File: src/rtl/mem_stage.sv
// RV32I memory-access stage: drives the data bus for loads/stores, aligns and
// extends load data, and owns the MEM/WB pipeline register.
package mem_stage_pkg;
  typedef struct packed {
    logic        RegWrite;
    logic [1:0]  ResultSrc;
    logic        MemWrite;
    logic [2:0]  funct3;
    logic [31:0] ALUResult;
    logic [31:0] WriteData;
    logic [31:0] ImmExt;
    logic [31:0] PCPlus4;
    logic [4:0]  Rd;
  } exmem_t;

  typedef struct packed {
    logic        RegWrite;
    logic [1:0]  ResultSrc;
    logic [31:0] ALUResult;
    logic [31:0] load_data;
    logic [31:0] ImmExt;
    logic [31:0] PCPlus4;
    logic [4:0]  Rd;
  } memwb_t;
endpackage

module mem_stage
  import mem_stage_pkg::*;
#(
  parameter int XLEN = 32
) (
  input  logic            clk,
  input  logic            rst_n,
  input  exmem_t          exmem_i,
  input  logic            exmem_valid_i,
  output logic            stall_m_o,
  output logic            misalign_o,
  output memwb_t          memwb_o,
  output logic            memwb_valid_o,
  output logic            dmem_req_o,
  output logic            dmem_we_o,
  output logic [XLEN-1:0] dmem_addr_o,
  output logic [3:0]      dmem_be_o,
  output logic [XLEN-1:0] dmem_wdata_o,
  input  logic            dmem_gnt_i,
  input  logic            dmem_rvalid_i,
  input  logic [XLEN-1:0] dmem_rdata_i
);

  typedef enum logic {IDLE = 1'b0, WAIT_R = 1'b1} state_t;

  state_t      state_reg, state_next;
  logic [1:0]  a;
  logic        is_store, is_load, mem_op, misaligned, aligned_op;
  logic [3:0]  be;
  logic [31:0] wdata, byte_shift, half_shift, load_data;

  assign a          = exmem_i.ALUResult[1:0];
  assign is_store   = exmem_valid_i & exmem_i.MemWrite;
  assign is_load    = exmem_valid_i & ~exmem_i.MemWrite & (exmem_i.ResultSrc == 2'b01);
  assign mem_op     = is_store | is_load;
  assign aligned_op = mem_op & ~misaligned;

  always_comb begin
    misaligned = 1'b0;
    be         = 4'b1111;
    wdata      = exmem_i.WriteData;
    case (exmem_i.funct3[1:0])
      2'b00: begin
        be    = 4'b0001 << a;
        wdata = {4{exmem_i.WriteData[7:0]}};
      end
      2'b01: begin
        misaligned = a[0];
        be         = 4'b0011 << a;
        wdata      = {2{exmem_i.WriteData[15:0]}};
      end
      default: misaligned = (a != 2'b00);
    endcase
  end

  always_ff @(posedge clk or negedge rst_n) begin
    if (!rst_n) state_reg <= IDLE;
    else        state_reg <= state_next;
  end

  always_comb begin
    state_next = state_reg;
    case (state_reg)
      IDLE:    if (aligned_op && is_load && dmem_gnt_i) state_next = WAIT_R;
      WAIT_R:  if (dmem_rvalid_i) state_next = IDLE;
      default: state_next = IDLE;
    endcase
  end

  always_comb begin
    dmem_req_o = 1'b0;
    stall_m_o  = 1'b0;
    case (state_reg)
      IDLE: begin
        dmem_req_o = aligned_op;
        stall_m_o  = aligned_op & ~(is_store & dmem_gnt_i);
      end
      WAIT_R:  stall_m_o = aligned_op & ~dmem_rvalid_i;
      default: ;
    endcase
  end

  assign dmem_we_o    = dmem_req_o & is_store;
  assign dmem_addr_o  = dmem_req_o ? {exmem_i.ALUResult[31:2], 2'b00} : '0;
  assign dmem_be_o    = dmem_req_o ? be : 4'b0000;
  assign dmem_wdata_o = dmem_req_o ? wdata : '0;

  assign byte_shift = dmem_rdata_i >> {a, 3'b000};
  assign half_shift = dmem_rdata_i >> {a[1], 4'b0000};

  // Only a response that completes the outstanding load yields data; strays read as zero.
  always_comb begin
    load_data = '0;
    if (state_reg == WAIT_R && dmem_rvalid_i) begin
      case (exmem_i.funct3)
        3'b000:  load_data = {{24{byte_shift[7]}}, byte_shift[7:0]};
        3'b001:  load_data = {{16{half_shift[15]}}, half_shift[15:0]};
        3'b100:  load_data = {24'h0, byte_shift[7:0]};
        3'b101:  load_data = {16'h0, half_shift[15:0]};
        default: load_data = dmem_rdata_i;
      endcase
    end
  end

  always_ff @(posedge clk or negedge rst_n) begin
    if (!rst_n) begin
      memwb_o       <= '0;
      memwb_valid_o <= 1'b0;
      misalign_o    <= 1'b0;
    end else begin
      misalign_o <= mem_op & misaligned;
      if (stall_m_o) begin
        memwb_valid_o    <= 1'b0;
        memwb_o.RegWrite <= 1'b0;
      end else begin
        memwb_valid_o     <= exmem_valid_i;
        memwb_o.RegWrite  <= exmem_i.RegWrite & ~(mem_op & misaligned);
        memwb_o.ResultSrc <= exmem_i.ResultSrc;
        memwb_o.ALUResult <= exmem_i.ALUResult;
        memwb_o.load_data <= load_data;
        memwb_o.ImmExt    <= exmem_i.ImmExt;
        memwb_o.PCPlus4   <= exmem_i.PCPlus4;
        memwb_o.Rd        <= exmem_i.Rd;
      end
    end
  end

endmodule

File: config.mk
export PLATFORM = sky130hd
export DESIGN_NAME = mem_stage
export DESIGN_NICKNAME = d
export VERILOG_FILES = /design/src/rtl/mem_stage.sv
export SDC_FILE = /design/constraint.sdc
export NUM_CORES = 1
export LEC_CHECK = 0
export BUFFER_PORTS_ARGS = -buffer_cell sky130_fd_sc_hd__buf_2
export CAP_MARGIN = 20
export CORE_AREA = 8 8 142 144
export CTS_CLUSTER_DIAMETER = 80
export DETAILED_ROUTE_END_ITERATION = 10
export DIE_AREA = 0 0 150 152
export HOLD_SLACK_MARGIN = 0.03
export PLACE_DENSITY = 0.76
export SETUP_SLACK_MARGIN = 0.02
export SYNTH_ARGS = -nofsm -noshare
export SYNTH_HDL_FRONTEND = slang
export SYNTH_SLANG_ARGS = --single-unit
File: constraint.sdc
create_clock -name clk -period 4.07 [get_ports clk]
set_input_delay 0.2035 -clock clk [delete_from_list [all_inputs] [get_ports clk]]
set_output_delay 0.2035 -clock clk [all_outputs]
set_load 0.01 [all_outputs]
==> reports/results.ini <==
[run_status]
status = finished, final reports clean

[setup_path]
worstPathRequired_ns = 3.87
endpoint_kind = primary output
worst-path-max-fanout = 36
worstReg2RegEnd = memwb_o[23]
cp.arrival_ns = 2.74
reg2reg_depth = 6
reg2reg_from = state_reg
cp-start-kind = input port
reg2reg_slack_ns = 1.43
critPathKind = input port to primary output

[job]
maxCapViolations = 0

[drt]
drc = 0
wl_per_cell_um = 20.5
num_vias = 6181
via_per_inst = 4.99
wirelength_mm = 25.4
drt-initial-drc-count = 306
dr.pass1.iters = 4
ant_nets = 0

[place]
gp_congestion = 0.908
port_buffers = 383
dp_hpwl_mm = 17.9

[hold_path]
hold_start = exmem_i[123]
hold_path_class = input port to register
hold_path_end = memwb_o[123]
whs_path_depth = 2

[cts]
clk_latency_ns = 0.42
root_buffer = clkbuf_16
clockBufferDepth = 2
cts_made_buffers = 17
path_clk_slew_ns = 0.06
cts_tree = built
cts_setup_buffers = 0
ctsHtreeMaxLevel = 4
cts_sinks = 139

[sta]
finalMaxSlewViolations = 0
setup_tns_ns = 0
fmax_mhz = 340
slew_headroom = 0.285
tightestPinTransition_ns = 1.07
finalCriticalPeriod_ns = 2.94
final_hold_viol_count = 0
rsz0062_at_grt = no
setup_violations = 0
fin_skew_ns = 0.0148
finalCritPeriodShare = 0.723

[global_routing]
grt.total_usage = 0.218
grt_pass1_wl_mm = 38.8
grt_start_max_net_pins = 111
antenna_found_initial = 3
first_global_vias = 6802
grt-ovfl-total = 0

[yosys]
synth_seq_cells = 139
syn_area_sq_um = 6490
synthArstFlopShare = 1.00
synth.distinct_cells = 45
ys_warn_count = 0
synth_flop_cell = dfrtp_1
synth_edf_count = 0
ys_seq_area_frac = 0.536
syn_area_per_cell_sq_um = 12.4
syn-instance-count = 523

[cells_and_area]
final_util = 0.569
syn2layout_area_growth_pct = 55.9
drive_above_1_share = 0.523
finalNetCount = 1170
largest_reg_flops = 136
n_fill_cell = 1513
largest-register = memwb_o

[floorplanning]
die_h_um = 152
placementRows = 49
core-area_sq_um = 17800
pin_count = 386
start_util = 0.365
dieArea_sq_um = 22800
die_w_um = 150

[power_and_ir_drop]
p_per_area_nw_per_um2 = 363
power_leakage_uw = 0.00512
vdd_drop_max_v = 0.000283

-- critical path, cell delays in order --
cell and delay, ns:
dlygate4sd3_1 0.54, buf_2 0.13, nor2b_1 0.28, o211ai_1 0.23, or2_2 0.53, inv_1 0.28
buf_16 0.21, and2_1 0.17, buf_2 0.13
-- Yosys cell counts (7+ instances only) --
master | instances | area [sq um]
a21oi_1 | 20 | 100
a221o_1 | 16 | 160
a22o_1 | 7 | 61.3
a2bb2oi_1 | 7 | 61.3
and2_1 | 39 | 244
buf_4 | 15 | 113
clkbuf_1 | 13 | 48.8
dfrtp_1 | 139 | 3480
mux2_1 | 7 | 78.8
mux2_2 | 97 | 1090
mux2i_1 | 25 | 250
nand2_1 | 28 | 105
nor2_1 | 31 | 116
o221ai_1 | 8 | 70.1
o22ai_1 | 8 | 50.1
o2bb2ai_1 | 7 | 61.3
-- worst max path at each step --
stage                             from        endpoint  cells past startpoint
after CTS                 exmem_i[138]       dmem_we_o                      8
after detailed placement  exmem_i[137]       dmem_we_o                      7
after floorplan           exmem_i[134]     memwb_o[61]                      8
final                     exmem_i[138]  dmem_addr_o[7]                      9
after global routing      exmem_i[138]       dmem_we_o                      9
after global placement    exmem_i[137]       dmem_we_o                      7
-- cell usage in the layout, fill, tap and decap left out, types with 8 or more instances in the layout --
master / netlist / routed
o22ai_1: 8 / 8
nor2_1: 31 / 31
o221ai_1: 8 / 8
a221o_1: 16 / 16
a21oi_1: 20 / 20
dfrtp_1: 139 / 139
mux2i_1: 25 / 25
dlygate4sd3_1: 0 / 100
clkbuf_16: 0 / 17
and2_1: 39 / 39
mux2_2: 97 / 97
buf_2: 6 / 382
nand2_1: 28 / 28
-- routing by layer --
| metal | GRT usage | vias to the layer above | part of all wire |
|---|---|---|---|
| met5 | 0 | - | 0 |
| met4 | 0.0833 | 0 | 0.025 |
| met3 | 0.0698 | 40 | 0.078 |
| met2 | 0.375 | 251 | 0.53 |
| met1 | 0.244 | 3072 | 0.37 |
| li1 | - | 2818 | - |
-- cells by family after synthesis --
family	synth area share
AOI/OAI and AO/OA	0.0996
xor gates and xnor gates	0.00270
buffers and inverters	0.0418
DFF	0.536
muxes	0.222
other	0.000578
and+or+nand+nor	0.0971
-- power breakdown --
part | internal, uW | total [uW] | switching [uW]
Combinational | 344 | 696 | 352
Sequential | 1470 | 1520 | 48.1
Clock | 810 | 1460 | 650
-- timing repair --
action	CTS	global route
hold buffers	99	1
endpoints found under the hold margin	207	1
gates resized for setup	0	0
-- area by class of cell --
type | count | area (sq um) | area share
Tap cell | 229 | 287 | 0.0283
Clock buffer | 19 | 443 | 0.0438
Multi-Input combinational cell | 339 | 2750 | 0.271
Clock inverter | 13 | 109 | 0.0108
Sequential cell | 139 | 3480 | 0.344
Antenna cell | 3 | 7.51 | 0.000742
Inverter | 7 | 31.3 | 0.00309
Timing Repair Buffer | 489 | 3020 | 0.298
-- stage by stage --
step           total power (uW)  instance area [sq um]  std cells  hold slack, ns  setup WS [ns]
3_5_place_dp               2150                   8510       1101           0.414           1.23
3_3_place_gp               2140                   8510       1101           0.410           1.39
5_1_grt                    3840                  10100       1238          0.0355          0.954
2_1_floorplan              1840                   6500        524         -0.0921           2.31
4_1_cts                    3690                  10100       1232          0.0315          0.664
6_report                   3680                  10100       1238          0.0557           1.13
(Power assumes the default switching activity.)
